File: src/rtl/uart_rx_unit.sv
// uart_rx_unit: UART receive path.
// A 16x-oversampling tick generator runs at the selected baud rate. A 2-flop
// synchroniser brings rx_serial into the clock domain. A frame FSM samples
// each bit at mid-bit, LSB first, checks the optional parity bit and the stop
// bit, and then reports the frame with a one-clock data_valid pulse.

module uart_rx_unit #(
    parameter int CLK_FREQ   = 50_000_000,
    parameter int DATA_BITS  = 8,
    parameter int OVERSAMPLE = 16
) (
    input  logic                 clock,
    input  logic                 reset,
    input  logic [1:0]           baud_rate,
    input  logic [1:0]           parity_type,
    input  logic                 rx_serial,
    output logic [DATA_BITS-1:0] data_out,
    output logic                 data_valid,
    output logic                 parity_error,
    output logic                 stop_error,
    output logic                 rx_active
);

    // Tick divisors: round(CLK_FREQ / (baud * OVERSAMPLE)), in integer arithmetic.
    localparam int DIV_2400  = (CLK_FREQ + 2400  * OVERSAMPLE / 2) / (2400  * OVERSAMPLE);
    localparam int DIV_4800  = (CLK_FREQ + 4800  * OVERSAMPLE / 2) / (4800  * OVERSAMPLE);
    localparam int DIV_9600  = (CLK_FREQ + 9600  * OVERSAMPLE / 2) / (9600  * OVERSAMPLE);
    localparam int DIV_19200 = (CLK_FREQ + 19200 * OVERSAMPLE / 2) / (19200 * OVERSAMPLE);

    // The slowest rate has the largest divisor, so it sets the counter width.
    localparam int CNT_W = $clog2(DIV_2400 + 1);
    localparam int BIT_W = $clog2(DATA_BITS);

    // Sample points inside a bit, counted in ticks from the bit's start.
    localparam logic [3:0] S_MID  = 4'(OVERSAMPLE / 2 - 1);
    localparam logic [3:0] S_LAST = 4'(OVERSAMPLE - 1);

    typedef enum logic [2:0] {
        IDLE,
        START,
        DATA,
        PARITY,
        STOP
    } state_t;

    state_t               state;
    logic [CNT_W-1:0]     tick_cnt;
    logic [CNT_W-1:0]     div_m1;
    logic [1:0]           baud_q;
    logic                 tick;
    logic                 rx_meta;
    logic                 rx_s;
    logic                 rx_prev;
    logic                 start_detect;
    logic [3:0]           s_cnt;
    logic [BIT_W-1:0]     b_idx;
    logic [DATA_BITS-1:0] shift_reg;
    logic [1:0]           par_mode;
    logic                 par_bit;
    logic                 par_en;
    logic                 par_exp;

    // Select the terminal count of the tick counter for the current baud rate.
    always_comb begin
        // NOTE: a default assignment first keeps every path assigned, so no latch is inferred.
        div_m1 = CNT_W'(DIV_2400 - 1);
        unique case (baud_rate)
            2'b00:   div_m1 = CNT_W'(DIV_2400 - 1);
            2'b01:   div_m1 = CNT_W'(DIV_4800 - 1);
            2'b10:   div_m1 = CNT_W'(DIV_9600 - 1);
            default: div_m1 = CNT_W'(DIV_19200 - 1);
        endcase
    end

    assign tick         = (tick_cnt == div_m1);
    assign start_detect = (state == IDLE) && rx_prev && !rx_s;

    // Parity modes 01 (odd) and 10 (even) are enabled; 00 and 11 mean no parity bit.
    assign par_en  = (par_mode == 2'b01) || (par_mode == 2'b10);
    assign par_exp = (par_mode == 2'b01) ? ~^shift_reg : ^shift_reg;

    // Oversampling tick generator; realigned on start detect and on any baud change.
    always_ff @(posedge clock) begin
        if (reset) begin
            // NOTE: non-blocking assignments for all registers keep every flop sampling pre-edge values.
            tick_cnt <= '0;
            baud_q   <= 2'b00;
        end else begin
            baud_q <= baud_rate;
            if ((baud_rate != baud_q) || start_detect || tick) begin
                tick_cnt <= '0;
            end else begin
                tick_cnt <= tick_cnt + CNT_W'(1);
            end
        end
    end

    // Two-flop synchroniser plus a one-clock history of rx_s for edge detection.
    always_ff @(posedge clock) begin
        if (reset) begin
            rx_meta <= 1'b1;
            rx_s    <= 1'b1;
            rx_prev <= 1'b1;
        end else begin
            rx_meta <= rx_serial;
            rx_s    <= rx_meta;
            rx_prev <= rx_s;
        end
    end

    // Frame FSM: start validation, data shift, parity and stop checks, registered outputs.
    always_ff @(posedge clock) begin
        if (reset) begin
            state        <= IDLE;
            s_cnt        <= 4'd0;
            b_idx        <= '0;
            shift_reg    <= '0;
            par_mode     <= 2'b00;
            par_bit      <= 1'b0;
            data_out     <= '0;
            data_valid   <= 1'b0;
            parity_error <= 1'b0;
            stop_error   <= 1'b0;
            rx_active    <= 1'b0;
        end else begin
            data_valid <= 1'b0;
            case (state)
                IDLE: begin
                    rx_active <= 1'b0;
                    if (start_detect) begin
                        state     <= START;
                        s_cnt     <= 4'd0;
                        par_mode  <= parity_type;
                        rx_active <= 1'b1;
                    end
                end
                START: begin
                    if (tick) begin
                        if (s_cnt == S_MID) begin
                            s_cnt <= 4'd0;
                            if (!rx_s) begin
                                state <= DATA;
                                b_idx <= '0;
                            end else begin
                                // Line back high at mid start bit: a glitch, not a frame.
                                state     <= IDLE;
                                rx_active <= 1'b0;
                            end
                        end else begin
                            s_cnt <= s_cnt + 4'd1;
                        end
                    end
                end
                DATA: begin
                    if (tick) begin
                        if (s_cnt == S_LAST) begin
                            s_cnt            <= 4'd0;
                            shift_reg[b_idx] <= rx_s;
                            if (b_idx == BIT_W'(DATA_BITS - 1)) begin
                                state <= par_en ? PARITY : STOP;
                            end else begin
                                b_idx <= b_idx + BIT_W'(1);
                            end
                        end else begin
                            s_cnt <= s_cnt + 4'd1;
                        end
                    end
                end
                PARITY: begin
                    if (tick) begin
                        if (s_cnt == S_LAST) begin
                            s_cnt   <= 4'd0;
                            par_bit <= rx_s;
                            state   <= STOP;
                        end else begin
                            s_cnt <= s_cnt + 4'd1;
                        end
                    end
                end
                STOP: begin
                    if (tick) begin
                        if (s_cnt == S_LAST) begin
                            s_cnt        <= 4'd0;
                            data_out     <= shift_reg;
                            parity_error <= par_en && (par_bit != par_exp);
                            stop_error   <= !rx_s;
                            data_valid   <= 1'b1;
                            rx_active    <= 1'b0;
                            state        <= IDLE;
                        end else begin
                            s_cnt <= s_cnt + 4'd1;
                        end
                    end
                end
                default: begin
                    state     <= IDLE;
                    rx_active <= 1'b0;
                end
            endcase
        end
    end

endmodule

File: config.mk
export PLATFORM = sky130hd
export DESIGN_NAME = uart_rx_unit
export DESIGN_NICKNAME = d
export VERILOG_FILES = /design/src/rtl/uart_rx_unit.sv
export SDC_FILE = /design/constraint.sdc
export NUM_CORES = 1
export LEC_CHECK = 0
export ABC_AREA = 1
export CAP_MARGIN = 5
export CORE_UTILIZATION = 55
export DETAILED_ROUTE_END_ITERATION = 12
export PLACE_DENSITY = 0.72
export SLEW_MARGIN = 20
export SYNTH_ARGS = -nofsm -noshare
export SYNTH_HDL_FRONTEND = slang
export SYNTH_SLANG_ARGS = --single-unit
File: constraint.sdc
create_clock -name clock -period 2.25 [get_ports clock]
set_input_delay 0.5625 -clock clock [delete_from_list [all_inputs] [get_ports clock]]
set_output_delay 0.5625 -clock clock [all_outputs]
set_load 0.02 [all_outputs]
# After elaboration in Yosys (flattened, before gate mapping)
# Cells that the tools add are included.
# word_totals
reg_bits	49
inputBits	7
out_inout_bits	12
word_cells	117
# op_classes
addsub	3
order_cmp	2
eq_ne	28
mux	39
n_bitwise	3
reduce_logical	26
# op_table
cell	count
$mux 3	17
$pmux 11 s3	1
$ne 2x2->1 const B	13
$mux 4	5
$pmux 3 s5	1
$pmux 4 s3	1
$add 11x1->11 const B	1
$eq 11x11->1	1
$reduce_and 10->1	1
$mux 1	9
$reduce_and 3->1	3
$bwmux 8	1
$reduce_xnor 8->1	1
$reduce_xor 8->1	1
$reduce_and 7->1	1
$eq 3x2->1 const B	2
$eq 3x3->1 const B	2
$pmux 3 s2	1
$reduce_and 6->1	1
$reduce_or 3->1	2
$add 4x1->4 const B	1
$eq 2x1->1 const B	2
$eq 2x2->1 const B	2
$eq 4x3->1 const B	1
other kinds (22)	30

# Logic depth before layout (Yosys ltp)
# Gate-level depths: netlist of the first run.
# depth
depth_word	7
depth_mapped	14
ltp_nobuf	13

# Worst setup path after synthesis of the first run
# Ideal clock, no wire load.
# synth_path
kind	input to register
from	input baud_rate[0]
to	register stop_error
setup_time_ps	113
t_arrival_ps	1703
required_ps	2137
setup_slack_ps	434
path_stages	14
n_path_buf	2
path_cell_list	buf_6 > inv_4 > nand2_2 > nand2_1 > nand2_1 > inv_1 > nand2_1 > nor2_2 > nand2_4 > nor2_8 > nand2_4 > buf_6 > nor2_2 > nor2_1
# synth_between
elab_chain_len	4
word_cells_on_any_way	6
classes_between	3 x eq/ne; 1 x mux; 2 x reduce/logical
# synth_lines
item	line_no	source
start, declared	14	input logic [1:0] baud_rate,
$eq 2x2->1, or another cell as far along	67	unique case (baud_rate)
$pmux 11 s3 *	67	
$eq 11x11->1 *	75	assign tick = (tick_cnt == div_m1);
$reduce_and 3->1 (no line) *	--	
end signal, assigned	186	stop_error <= !rx_s;
end, declared	20	output logic stop_error,
# Every way passes the cells marked *; elsewhere a longest branch is shown, timed or not.
# A chain may end at the register's enable or synchronous reset.

# Final worst setup path of the first run
# layout_path
from	register stop_error
to	output stop_error
# No word-level cell between the ends.

==> impl_summary.md, run 1 <==
Timing
Across all hold checks on the routed design, the worst slack comes to 435 ps. Between clock sinks in the finished design, the worst skew comes to 5.95 ps. The hold violation total from the final report is 0. The number of max-slew violations in the final report is 0.

After layout, the worst path uses 81.5% of the clock period. Measured against its own limit, the worst slew margin works out to 71.5%. The clock period could shrink to 1830 ps. The upper clock frequency limit is 546 MHz. The slew at the pin closest to its max-slew limit is 426 ps. Setup repair after global routing left no endpoint under its margin. The post-layout worst setup margin is 417 ps. Setup violations remaining at the end of the flow were counted as 0.

Yosys
The sequential cell area fraction in the yosys report is 37.3%. The post-synthesis instance area is 0.00263 mm². For this run, the number of Yosys warnings is 0. For this run, the leading register cell type out of synthesis is dfxtp_1. For this run, asynchronously set or reset flops after synthesis account for 0%. The top cell type by area accounts for 37.3% of the synthesized area. The synthesized netlist contains 40 unique library cells.

After synthesis the netlist holds a flip-flop and latch count of 49. Ranked by total cell area, the synthesized netlist is headed by dfxtp_1 (37%), nand2_1 (10%), nor2_1 (9.8%). The post-synthesis cell type with the largest combined area is dfxtp_1. The number of nets handed over by synthesis was 385. In this run the mean area of a mapped cell was 7.06 µm².

The number of enable flip-flop cells after synthesis is 0. Synthesis produced 373 cells.

Global route
The global-route wire length before repair is 8980 µm. Entering global routing, the biggest net connects 24 pins. The residual overflow from global routing is 0. The via count of the first global-routing pass is 2052.

The all-layer global routing usage is 22.4%. The initial antenna violation count was 0.

Run status
The flow ran to the end, but the final reports show violations. The final reports fail on DRC.

Die
The total I/O pin count is 19. The effective utilization at floorplan is 58.8%. The core area is 0.00447 mm².

The die is 71.2 µm tall. The die span in x is 71.2 µm. The die footprint is 0.00507 mm².

The initialized floorplan defines 24 standard-cell rows.

Power and ir drop
The standby leakage power is 1.41 nW. The highest ir drop seen on vdd is 0.589 mV. Dividing total power by cell area gives a power density of 789 mW/mm².

Detailed routing
The number of remaining DRC errors is 2. The wire length reported by the detailed router is 5180 µm. Using the TritonRoute via totals, the vias-per-cell ratio works out to 5.05.

For this run, the detailed router's first-pass iteration total came to 8. The detail route stage leaves a number of antenna-violating nets equal to 0. The total via count after detailed routing is 2315. The number of DRC markers after the initial detailed-route iteration is 105. The post-detailed-route wirelength per cell is 11.3 µm.

Cells and area
The number of standard cells in the final layout excluding fillers is 458. The layout-stage area growth over the synthesis result is 16.3%. The share of cells above drive strength 1 is 16.5%.

The number of antenna diodes in the final layout is 0. Fill cells in the final layout number 413. The register with the most flip-flops in the layout has 11 of them. The number of nets in the finished design is 417.

CTS
The CTS tree is done. The longest clock path from root to sink contains 2 buffers. The tree built by TritonCTS fans out to 49 sinks. Clock tree synthesis inserted a total of 5 buffers. The clock latency reported for the late side of the worst-skew pair is 310 ps. For this design, the CTS-stage hold fixing added 0 buffers. The clock root buffer is clkbuf_8. The H-tree was split into 2 levels. Clock-pin slew was measured on the worst setup and hold paths at 100 ps.

Place
The total placed cells including tap cells is 449. The post-placement setup slack is -203 ps. The congestion estimate from routability-driven global placement came to 0.805. The count of port buffers added during placement is 18.

Detailed placement finished with a half-perimeter wire length of 3910 µm.

Worst setup path
Among all stages on the critical path, the largest delay is contributed by clkdlybuf4s50_1. The data arrival time of the worst path is 1270 ps. The cell type group with the largest total delay on the critical path is buffers and inverters. The start-to-end type of the worst setup path is reg2out. The peak fanout along the critical path is 2. The worst endpoint required time is 1690 ps. The critical path launch point type is a flip-flop.

The number of cells traversed by the worst register-to-register path is 9. The combined buffer and inverter count along the critical path is 1. In this run the number of cells on the critical path is 1. The kind of end point of the critical path is an output port. The signal on the critical path passes through clkdlybuf4s50_1. The maximum single-stage delay on the critical path is 610 ps.

Hold path
Counting instances, the worst hold path has a depth of 1. The tightest min-delay check is of the reg2reg type.

Run
The tool flagged a number of max-cap violations equal to 0.
==> cells in the mapped netlist (6+ instances only) <==
library cell  count
o21ai_0          10
nor3_1            6
o21ai_1          11
dfxtp_1          49
nand3_1          18
nand2_1          71
nor2_1           69
inv_1            39
xor2_1            7
nand2_2           8
nor2_2           12
a21oi_1          18
==> power by group <==
part           switching [W]  internal [W]
Combinational       0.000543      0.000319
Sequential         0.0000805      0.000922
Clock               0.000325      0.000227
==> path summary, 6_finish.rpt <==
path	from	to	slack, ps
max	stop_error	stop_error	420
min	rx_meta	rx_s	430
max reg2reg	tick_cnt[0]	tick_cnt[10]	480
min reg2reg	rx_meta	rx_s	430
==> area by class of cell <==
| cell class | count | area (µm²) | share of cell area [%] |
|---|---|---|---|
| multi-input combinational | 271 | 1430 | 46.7 |
| timing repair buffer | 31 | 309 | 10.1 |
| inverter | 47 | 184 | 6.01 |
| tap | 52 | 65.1 | 2.13 |
| sequential | 49 | 981 | 32.0 |
| clock buffer | 5 | 68.8 | 2.25 |
| clock inverter | 3 | 25.0 | 0.817 |
==> metrics by stage <==
step / util (%) / cell area (µm²) / setup TNS [ps] / total power [W]
after floorplan: - / 2630 / 0 / 0.00169
after global placement: 66.0 / 2950 / -3690 / 0.00187
after detailed placement: 66.0 / 2950 / -5190 / 0.00188
after CTS: 68.1 / 3050 / 0 / 0.00243
after global routing: 68.4 / 3060 / 0 / 0.00260
final: 68.4 / 3060 / 0 / 0.00242
==> cell families (layout without fill, tap and decap cells) <==
logic type / count (synthesis) / after routing / synth area share [%]
AO/OA/AOI/OAI: 50 / 50 / 11.2
XOR/XNOR: 11 / 11 / 3.66
adder cells (fa/ha/maj): 5 / 5 / 2.38
buffers and inverters: 53 / 86 / 8.46
flip-flops: 49 / 49 / 37.3
AND/OR/NAND/NOR: 205 / 205 / 37.1
==> routing by layer <==
layer	track usage, %	share of wire [%]	vias up
li1	-	-	1247
met3	4.27	3.2	6
met2	38.7	46	40
met5	0	0	-
met1	28.2	49	1022
met4	7.11	1.2	0
==> what timing repair did <==
item / 4_1_cts / 5_1_grt
resized for setup: 0 / 3
setup buffers: 0 / 0
endpoints found under the setup margin: 0 / 7
endpoints found under the hold margin: 0 / 0
==> cells in the final DEF, fill, tap and decap left out, types with 2 or more instances in the layout <==
master,Yosys,final
nand4_1,2,2
o21ai_2,2,2
buf_4,0,9
o21ai_0,10,10
dlymetal6s2s_1,0,2
dfxtp_1,49,49
a21oi_1,18,18
inv_6,0,2
nand3_1,18,18
nand2_4,3,3
xnor2_1,4,4
buf_12,0,2
clkbuf_8,0,5
clkdlybuf4s50_1,0,16
nor2_8,2,2
o21ai_1,11,11
nand2_2,8,8
inv_1,39,39
nor3_1,6,6
nor2_2,12,12
nor2_1,69,69
inv_2,5,5
nand3_2,3,3
xor2_1,7,7
o211ai_1,2,2
or2_2,4,4
nand2_1,71,71
nor3b_1,3,3
ha_1,5,5
Note: power is estimated with default switching activity, not from simulation.
==> run 2: changes to the inputs <==
==> constraint.sdc (replaced) <==
create_clock -name clock -period 1.9 [get_ports clock]
set_input_delay 0.475 -clock clock [delete_from_list [all_inputs] [get_ports clock]]
set_output_delay 0.475 -clock clock [all_outputs]
set_load 0.02 [all_outputs]
==> run 2 against run 1 <==
Compared with the run above:
- the flow still finishes with violations (DRC)
- clock skew up 1.4 ps
- worst setup slack worse by 300 ps
- via count is 2.8% higher
- critical path depth up 8
- cell area grew 5.8%
- cell count increased by 2.8%
- clock power is 12% higher
==> impl_summary.md, run 2 (synthesis results as in run 1) <==
Run status
The flow ran to the end, but the final reports show violations. The final reports fail on DRC.

Detailed routing
The final route contains 2379 vias. In this run the remaining antenna-violating nets after routing total 0. The number of DRC markers after the initial detailed-route iteration is 101. The routed design has 5500 µm of wire.

Dividing the detail-routed wire length by the instance count gives 11.7 µm. Before antenna repair, the detailed router went through 8 iterations. For this run, design rule violations remaining after detail routing come to 2. The number of vias per cell is 5.05.

Die
The die is 71.2 µm tall. The floorplan step set the die width to 71.2 µm. For this configuration, the core starts out at a cell density of 58.8%. The core area is 0.00447 mm².

The total I/O pin count is 19. The die covers 0.00507 mm². Row generation in the floorplan step produced 24 rows.

Global route
The via count of the first global-routing pass is 2128. Entering global routing, the biggest net connects 21 pins. In the global route stage, overall resource usage came out at 22.7%. The first global-routing pass estimated 9160 µm of wire. The initial antenna violation count was 0.

The residual overflow from global routing is 0.

Power and ir drop
The standby leakage power is 1.46 nW. The power density over the cells is 928 mW/mm². The design draws 0.00301 W. Across the VDD grid, the largest voltage drop is 0.760 mV.

Timing
The number of max-slew violations in the final report is 0. Timing would allow up to 561 MHz. The slew at the pin closest to its max-slew limit is 374 ps. The final period demand of the worst path is 1780 ps. Setup violations remaining at the end of the flow were counted as 0.

The worst pin sits at a relative slew slack of 75.0%. The period utilization is 93.8%. Between clock sinks in the finished design, the worst skew comes to 7.33 ps. The hold violation total from the final report came to 0.

Worst setup path
For the worst flop-to-flop path, the logic depth is 9. The kind of end point of the critical path is a flip-flop. The flop-to-flop setup slack is 120 ps.

The start-to-end type of the worst setup path is reg2reg. The data arrival time of the worst path is 1980 ps. The worst endpoint required time is 2100 ps. The start of the worst register-to-register path is state[0]. The peak fanout along the critical path is 6.

The worst setup path is launched from a flip-flop. The reg-to-reg endpoint is b_idx[2].

Cells and area
The commonest non-fill, non-tap cell in the layout is nand2_1. The share of cells above drive strength 1 is 22.2%. The repair_antennas step left the layout with diodes totalling 0. The layout has 359 filler cells. Summing all flip-flop and latch instances after layout gives 983 µm². The area of all placed cells without fillers is 0.00324 mm². At the end of the flow, the number of nets in the layout was 430. The register with the most flip-flops in the layout has 11 of them.

Leaving out fill and tap cells, the most frequent cells in the layout are nand2_1 (69), nor2_1 (67), dfxtp_1 (47). The number of standard cells in the final layout excluding fillers is 471. The area growth from synthesis to layout is 23.0%. In the final layout, the multi-input gates occupy 0.00149 mm².

Run
The number of maximum-capacitance violations is 0.

Place
The final HPWL from detailed placement is 3990 µm. Counting tap cells, the placed design contains a total of 454 instances. The count of port buffers added during placement is 18.

The congestion estimate from routability-driven global placement came to 0.839. After detailed placement, the total cell area comes to 0.00300 mm².

CTS
The worst-case clock buffer depth is 2. CTS saw 49 sinks. After clock tree synthesis, the clock-pin slew on the worst setup and hold paths is 90 ps. The cts-stage hold buffer count is 0. For the worst-skew pair, the clock arrives at the later sink with an insertion delay of 310 ps. The CTS H-tree depth is 2.

The total CTS buffers is 5. The clock root buffer is clkbuf_8. The CTS tree is done.

Hold path
The worst hold path terminates at rx_s. Along the worst hold path, the cell count comes to 1. In this run the most critical hold path is launched from rx_meta.

The path class of the tightest hold or removal check is reg2reg.
-- run 2: worst max-delay path, cell delays in order, from the launching register on --
cell and delay [ps]:
dfxtp_1 510, inv_2 90, nor3_4 310, nand2_1 160, nand2_1 120, nand3_2 80
a21oi_4 200, nand2_1 70, o21ai_1 80, nor2_1 50
-- run 2: final cells by class --
| type | count | share of cell area [%] |
|---|---|---|
| multi-input cells | 271 | 46.0 |
| flip-flops and latches | 49 | 30.4 |
| repair buffers | 44 | 13.1 |
| inverters | 47 | 5.68 |
| clock buffers | 5 | 2.13 |
| well taps | 52 | 2.01 |
| clock inverters | 3 | 0.696 |
-- run 2: metal layers --
metal | vias up | routed length (µm) | GRT usage (%)
met4 | 0 | 120 | 9.11
met2 | 53 | 2580 | 37.4
li1 | 1260 | - | -
met5 | - | 0 | 0
met3 | 15 | 215 | 4.99
met1 | 1051 | 2580 | 28.8
-- run 2: power breakdown --
part	total (W)	internal (W)	switching [W]
combinational	0.00121	0.000468	0.000740
clock	0.000619	0.000261	0.000357
sequential	0.00118	0.00109	0.0000872
-- run 2: worst max-delay path by stage --
stage | from | to | slack [ps] | cells past startpoint
finish | state[0] | b_idx[2] | 120 | 9
global route | state[0] | b_idx[1] | -8 | 9
CTS | baud_rate[0] | b_idx[1] | 50 | 13
detailed placement | baud_rate[0] | shift_reg[0] | -480 | 14
global placement | baud_rate[0] | shift_reg[0] | -410 | 14
floorplan | baud_rate[0] | stop_error | 170 | 14
-- run 2: through the flow --
stage | TNS (ps) | setup WS [ps] | utilization [%] | hold WS, ps
after floorplan | 0 | 172 | - | 389
after global placement | -14770 | -410 | 67.1 | 429
after detailed placement | -17000 | -479 | 67.1 | 422
after CTS | 0 | 50.8 | 69.5 | 445
after global routing | -8.34 | -8.34 | 72.4 | 479
final | 0 | 118 | 72.4 | 449
-- run 2: timing repair --
| item | in CTS | in global routing |
|---|---|---|
| endpoints found under the hold margin | 0 | 0 |
| setup endpoints to repair | 39 | 20 |
| gates cloned | 1 | 1 |
| resized for setup | 4 | 22 |
| pin swaps | 2 | 9 |
| setup buffers | 0 | 7 |
